--- src/rtl/lock_pkg.sv ---
// Shared display codes and attempt_guard state encoding for the combination-lock datapath.
package lock_pkg;

    localparam logic [4:0] SSD_L     = 5'b01011;
    localparam logic [4:0] SSD_TIRE  = 5'b10010;
    localparam logic [4:0] SSD_BLANK = 5'b10011;

    // Digit codes 0..9 are the BCD value with a leading zero bit.
    function automatic logic [4:0] ssd_digit(input logic [3:0] bcd);
        return {1'b0, bcd};
    endfunction

    // Code 2'b11 is unused and recovers to ARMED.
    typedef enum logic [1:0] {
        ARMED   = 2'b00,
        LOCKOUT = 2'b01,
        RELEASE = 2'b10
    } guard_state_e;

endpackage

--- src/rtl/attempt_guard_if.sv ---
// Attempt/entry handshake and lockout status/display bus of attempt_guard.
interface attempt_guard_if;

    logic        try_valid;
    logic        try_ok;
    logic        enter_req;
    logic        enter_gnt;
    logic        locked_out;
    logic [3:0]  fail_cnt;
    logic [6:0]  remaining;
    logic        sec_tick;
    logic        ssd_ovr_valid;
    logic [19:0] ssd_ovr;

    modport master (
        output try_valid, try_ok, enter_req,
        input  enter_gnt, locked_out, fail_cnt, remaining, sec_tick,
               ssd_ovr_valid, ssd_ovr
    );

    modport slave (
        input  try_valid, try_ok, enter_req,
        output enter_gnt, locked_out, fail_cnt, remaining, sec_tick,
               ssd_ovr_valid, ssd_ovr
    );

endinterface

--- src/rtl/sec_prescaler.sv ---
// Free-running 1 s prescaler with clear, sec_tick and half-period flag.
// Half-period flag is only built when ATTEMPT_GUARD_BLINK_EN is defined.
module sec_prescaler #(
    parameter int CLK_HZ = 50_000_000
) (
    input  logic clk,
    input  logic rst,
    input  logic clear,
    output logic tick,
    output logic half
);

    localparam int W = (CLK_HZ > 1) ? $clog2(CLK_HZ) : 1;
    localparam logic [W-1:0] LAST = W'(CLK_HZ - 1);

    logic [W-1:0] count;

    assign tick = (count == LAST);

    always_ff @(posedge clk or negedge rst) begin
        if (!rst) begin
            count <= '0;
        end else if (clear || tick) begin
            count <= '0;
        end else begin
            count <= count + W'(1);
        end
    end

`ifdef ATTEMPT_GUARD_BLINK_EN
    assign half = (count >= W'(CLK_HZ / 2));
`else
    assign half = 1'b0;
`endif

endmodule

--- src/rtl/attempt_guard.sv ---
// Failed-attempt lockout controller: counts wrong entries, locks out user entry and shows a countdown.
// Optional digit blink during lockout is enabled with ATTEMPT_GUARD_BLINK_EN.
module attempt_guard
    import lock_pkg::*;
#(
    parameter int CLK_HZ    = 50_000_000,
    parameter int MAX_TRIES = 3,
    parameter int LOCK_SECS = 30
) (
    input logic            clk,
    input logic            rst,
    attempt_guard_if.slave bus
);

    guard_state_e state;
    logic [3:0]   fail_cnt;
    logic [6:0]   remaining;
    logic         locked_out;
    logic         tick;
    logic         half;
    logic         enter_lockout;
    logic [3:0]   tens;
    logic [3:0]   ones;
    logic         blank_digits;
    logic [19:0]  ssd;

    assign enter_lockout = (state == ARMED) && bus.try_valid && !bus.try_ok &&
                           (fail_cnt + 4'd1 == 4'(MAX_TRIES));

    sec_prescaler #(
        .CLK_HZ(CLK_HZ)
    ) u_prescaler (
        .clk  (clk),
        .rst  (rst),
        .clear(enter_lockout),
        .tick (tick),
        .half (half)
    );

    always_ff @(posedge clk or negedge rst) begin
        if (!rst) begin
            state      <= ARMED;
            fail_cnt   <= '0;
            remaining  <= '0;
            locked_out <= 1'b0;
        end else begin
            case (state)
                ARMED: begin
                    if (bus.try_valid) begin
                        if (bus.try_ok) begin
                            fail_cnt <= '0;
                        end else begin
                            fail_cnt <= fail_cnt + 4'd1;
                            if (enter_lockout) begin
                                state      <= LOCKOUT;
                                remaining  <= 7'(LOCK_SECS);
                                locked_out <= 1'b1;
                            end
                        end
                    end
                end
                LOCKOUT: begin
                    // A remaining of 0 here is unreachable; treating it as the last tick avoids underflow.
                    if (tick) begin
                        if (remaining <= 7'd1) begin
                            remaining  <= '0;
                            state      <= RELEASE;
                            locked_out <= 1'b0;
                        end else begin
                            remaining <= remaining - 7'd1;
                        end
                    end
                end
                RELEASE: begin
                    state     <= ARMED;
                    fail_cnt  <= '0;
                    remaining <= '0;
                end
                default: begin
                    state      <= ARMED;
                    fail_cnt   <= '0;
                    remaining  <= '0;
                    locked_out <= 1'b0;
                end
            endcase
        end
    end

    // Divide-by-10 as a constant compare chain; remaining never exceeds 99.
    always_comb begin
        tens = '0;
        for (int t = 1; t <= 9; t++) begin
            if (remaining >= 7'(t * 10)) begin
                tens = 4'(t);
            end
        end
        ones = 4'(remaining - 7'(tens) * 7'd10);
    end

    assign blank_digits = locked_out && half;

    always_comb begin
        ssd = {4{SSD_BLANK}};
        if (locked_out) begin
            ssd = {SSD_L, SSD_TIRE,
                   blank_digits ? SSD_BLANK : ssd_digit(tens),
                   blank_digits ? SSD_BLANK : ssd_digit(ones)};
        end
    end

    assign bus.enter_gnt     = bus.enter_req && (state == ARMED);
    assign bus.locked_out    = locked_out;
    assign bus.fail_cnt      = fail_cnt;
    assign bus.remaining     = remaining;
    assign bus.sec_tick      = tick;
    assign bus.ssd_ovr_valid = locked_out;
    assign bus.ssd_ovr       = ssd;

endmodule

--- src/flat_wrapper.sv ---
// flat-port wrapper written by rule: the top's interface ports become plain ports
module attempt_guard_flat import lock_pkg::*;
#(
    parameter int CLK_HZ    = 50_000_000,
    parameter int MAX_TRIES = 3,
    parameter int LOCK_SECS = 30
)
  (clk, rst, bus_try_valid, bus_try_ok, bus_enter_req, bus_enter_gnt, bus_locked_out, bus_fail_cnt, bus_remaining, bus_sec_tick, bus_ssd_ovr_valid, bus_ssd_ovr);
  attempt_guard_if bus_i ();
  input logic clk;
  input logic rst;
  input wire logic [$bits(bus_i.try_valid)-1:0] bus_try_valid;
  input wire logic [$bits(bus_i.try_ok)-1:0] bus_try_ok;
  input wire logic [$bits(bus_i.enter_req)-1:0] bus_enter_req;
  output wire logic [$bits(bus_i.enter_gnt)-1:0] bus_enter_gnt;
  output wire logic [$bits(bus_i.locked_out)-1:0] bus_locked_out;
  output wire logic [$bits(bus_i.fail_cnt)-1:0] bus_fail_cnt;
  output wire logic [$bits(bus_i.remaining)-1:0] bus_remaining;
  output wire logic [$bits(bus_i.sec_tick)-1:0] bus_sec_tick;
  output wire logic [$bits(bus_i.ssd_ovr_valid)-1:0] bus_ssd_ovr_valid;
  output wire logic [$bits(bus_i.ssd_ovr)-1:0] bus_ssd_ovr;
  assign bus_i.try_valid = bus_try_valid;
  assign bus_i.try_ok = bus_try_ok;
  assign bus_i.enter_req = bus_enter_req;
  assign bus_enter_gnt = bus_i.enter_gnt;
  assign bus_locked_out = bus_i.locked_out;
  assign bus_fail_cnt = bus_i.fail_cnt;
  assign bus_remaining = bus_i.remaining;
  assign bus_sec_tick = bus_i.sec_tick;
  assign bus_ssd_ovr_valid = bus_i.ssd_ovr_valid;
  assign bus_ssd_ovr = bus_i.ssd_ovr;
  attempt_guard #(.CLK_HZ(CLK_HZ), .MAX_TRIES(MAX_TRIES), .LOCK_SECS(LOCK_SECS)) u_core (.clk(clk), .rst(rst), .bus(bus_i));
endmodule
--- config.mk ---
export PLATFORM = sky130hd
export DESIGN_NAME = attempt_guard_flat
export DESIGN_NICKNAME = d
export VERILOG_FILES = /design/src/rtl/lock_pkg.sv /design/src/rtl/attempt_guard_if.sv /design/src/rtl/sec_prescaler.sv /design/src/rtl/attempt_guard.sv /design/src/flat_wrapper.sv
export SDC_FILE = /design/constraint.sdc
export NUM_CORES = 1
export LEC_CHECK = 0
export ABC_AREA = 1
export BUFFER_PORTS_ARGS = -buffer_cell sky130_fd_sc_hd__clkbuf_2
export CORE_AREA = 5 5 73 89
export CTS_CLUSTER_SIZE = 30
export DETAILED_ROUTE_END_ITERATION = 8
export DIE_AREA = 0 0 78 94
export PLACE_DENSITY = 0.79
export SKIP_CTS_REPAIR_TIMING = 1
export SLEW_MARGIN = 0
export SYNTH_ARGS = -nofsm -noshare
export SYNTH_HDL_FRONTEND = slang
export SYNTH_SLANG_ARGS = --single-unit
--- constraint.sdc ---
create_clock -name clk -period 2.6 [get_ports clk]
set_input_delay 0.26 -clock clk [delete_from_list [all_inputs] [get_ports clk]]
set_output_delay 0.26 -clock clk [all_outputs]
set_load 0.03 [all_outputs]
==> flow_metrics.env <==
export IMPL_outcome="finished, violations left"
export IMPL_failed_checks="negative setup slack"
export IMPL_rows=30
export IMPL_die_h_um=94
export IMPL_start_kind="flip-flop"
export IMPL_initial_core_util_pct=50.3
export IMPL_post_route_min_period_ns=3.15
export IMPL_final_layout_size_suffix_gt1_share_pct=27.1
export IMPL_portBuffers=32
export IMPL_fillers=498
export IMPL_rr_endpoint="u_core.bus.remaining[3]"
export IMPL_hold_violations=0
export IMPL_syn_inst=377
export IMPL_setup_ws_ns=-0.552
export IMPL_r2r_setup_slack_ns=0.68
export IMPL_drtIter0Drc=152
export IMPL_fin_area_um2=3290
export IMPL_seq_area_frac_synth_pct=36.0
export IMPL_clock_latency_ns=0.30
export IMPL_slew_headroom_pct=33.8
export IMPL_routed_wirelength_um=6550
export IMPL_gp_congestion=0.920
export IMPL_synth_area_um2=2780
export IMPL_place_hpwl_um=5110
export IMPL_arrival_ns=2.89
export IMPL_peakVddDrop_mv=0.271
export IMPL_setup_violations=2
export IMPL_post_route_drc_count=0
export IMPL_num_vias=2534
export IMPL_fin_crit_sh_pct=121
export IMPL_io_pin_count=40
export IMPL_clk_pin_slew_ns=0.08
export IMPL_fp_coreArea_um2=5520
export IMPL_path_max_fanout=5
export IMPL_fp_dieArea_um2=7330
export IMPL_holdWs_ns=0.101
export IMPL_grt_max_degree=41
export IMPL_grt_overflow=0
export IMPL_grt_pass1_wl_um=11100
export IMPL_avgRoutedWirePerCell_um=13.2
export IMPL_drv_slew=0
export IMPL_fin_util_pct=59.5
export IMPL_crit_type="flip-flop to output pin"
export IMPL_powerDensity_nw_per_um2=333
export IMPL_required_ns=2.34
export IMPL_rsz0062_at_grt="yes"
export IMPL_drt_pre_antenna_iters=4
export IMPL_ant_nets=0
export IMPL_cp_end_kind="output pin"
export IMPL_reg2reg_depth=11
export IMPL_skew_ns=0.0101
export IMPL_cts_buffers_inserted=5
export IMPL_cts_num_sinks=40
export IMPL_grt_pass1_vias=2460
export IMPL_cts_root_buf="clkbuf_8"
export IMPL_dp_cells=485
export IMPL_fp_dieW_um=78
export IMPL_syn_to_final_growth_pct=18.3
export IMPL_worstMarginPinSlew_ns=0.993
export IMPL_max_freq_mhz=317
export IMPL_yosysWarnings=0
export IMPL_ctsLongestPathBuffers=2
export IMPL_antenna_found_initial=0
export IMPL_syn_avg_cell_area_um2=7.37
export IMPL_hold_path_class="input pin to asynchronous set/reset pin"
export IMPL_total_power_w=0.00110
export IMPL_place_area_um2=3130
export IMPL_htree_levels=2
export IMPL_grtUsageTotal_pct=18.4
export IMPL_n_antenna_cell=0
export IMPL_cts_tree="yes"
export IMPL_maxCapViolCount=0
export IMPL_r2r_start="u_core.u_prescaler.count[0]"
export IMPL_ys_types=38
export IMPL_viasPerCell=5.12
export IMPL_leakage_nw=1.52
export IMPL_stdcell_count=495
export IMPL_ys_ff_latch=40
export IMPL_final_net_count=443
-- final cells by class --
type                    instances  area, um2  area share [%]
clock buffers                   6       82.6            2.51
clock inverters                 2       15.0           0.457
well taps                      64       80.1            2.44
repair buffers                 60        383            11.7
flip-flops and latches         40       1010            30.6
inverters                      52        195            5.94
multi-input cells             271       1520            46.4
-- worst max-delay path, stage by stage, from the launching register on --
cell and delay (ns):
dfrtp_2 0.46, buf_6 0.13, nand2_1 0.05, inv_1 0.07, a21oi_1 0.08, nand2_1 0.08, nand2_1 0.05, nand2_1 0.05
nand2_1 0.04, nand2_1 0.07, nand2_2 0.06, nand2_2 0.08, ha_4 0.13, inv_2 0.04, fa_2 0.39, xnor2_2 0.15
xor2_1 0.17, inv_1 0.08, nand2_1 0.08, nand2_2 0.07, nor2_4 0.10, buf_6 0.13
-- flip-flops by register name (all words and copies together), names as in the netlist --
signal,count
u_core.bus.fail_cnt,4
u_core.bus.locked_out,1
u_core.bus.remaining,7
u_core.state,2
u_core.u_prescaler.count,26
-- per-stage QoR --
step,worst slack [ns],setup TNS [ns]
floorplan,-0.241,-0.241
global route,-0.817,-1.25
CTS,-0.591,-0.813
finish,-0.552,-0.764
detailed placement,-0.244,-0.244
global placement,-0.153,-0.153
-- synth_stat cells (all sizes together) --
master / instances / area share (%)
nand3b: 1 / 0.27
clkbuf: 2 / 0.32
o31ai: 1 / 0.27
xnor2: 4 / 1.3
dfrtp: 40 / 36
o21ai: 23 / 4.8
a31oi: 2 / 0.45
ha: 7 / 3.2
inv: 52 / 7.0
o41ai: 1 / 0.32
buf: 17 / 4.7
fa: 1 / 0.72
nor2: 61 / 9.7
a21oi: 4 / 0.72
nor3: 21 / 4.7
and3: 1 / 0.23
nand3: 13 / 2.5
or2: 2 / 0.45
nor3b: 4 / 1.1
nand2: 82 / 11
nand4: 11 / 2.5
conb: 2 / 0.27
xor2: 16 / 5.0
o22ai: 1 / 0.23
nor4: 8 / 1.8
-- worst max path at each step --
stage                       startpoint              to  slack [ns]  depth (start not counted)
3_3_place_gp   u_core.bus.remaining[2]  bus_ssd_ovr[3]       -0.15                         21
3_5_place_dp   u_core.bus.remaining[2]  bus_ssd_ovr[3]       -0.24                         21
2_1_floorplan  u_core.bus.remaining[2]  bus_ssd_ovr[3]       -0.24                         21
6_report       u_core.bus.remaining[2]  bus_ssd_ovr[3]       -0.55                         21
5_1_grt        u_core.bus.remaining[2]  bus_ssd_ovr[3]       -0.82                         21
4_1_cts        u_core.bus.remaining[2]  bus_ssd_ovr[3]       -0.59                         21
-- cell families (layout without fill, tap and decap cells) --
group,after synthesis,count (layout),share of synthesized area (%)
other,2,7,0.270
AO/OA/AOI/OAI,32,32,6.80
buffers and inverters,71,120,12.1
adder cells (fa/ha/maj),8,8,3.87
XOR/XNOR,20,20,6.31
AND/OR/NAND/NOR,204,204,34.6
flip-flops,40,40,36.0
-- where the power goes --
part	internal, W	leakage, nW	switching [W]
Combinational	0.00000247	0.970	0.0000262
Clock	0.000215	0.0434	0.000230
Sequential	0.000621	0.509	0
-- per-layer routing --
metal	share of wire, %	global-route usage (%)
met5	0	0
met4	1.7	6.62
met3	3.3	2.78
met2	54	33.2
met1	41	22.0
-- layout by cell type (no fill, tap or decap), types with 3 or more instances in the layout --
cell type and count:
xnor2_1 3, nor2_2 7, o21ai_0 15, ha_1 6, o21ai_1 3, conb_1 7
o21ai_2 5, inv_2 8, a21oi_1 3, nor3_1 16, clkbuf_8 6, dfrtp_1 36
nor2_4 7, nand4_1 11, nor2_1 47, nand2_1 75, clkbuf_2 30, inv_1 44
buf_4 28, xor2_1 16, nand2_2 7, nand3_1 12, nor4_1 8, nor3b_1 4
dfrtp_2 4, nor3_2 5
Note: power is estimated with default switching activity, not from simulation.
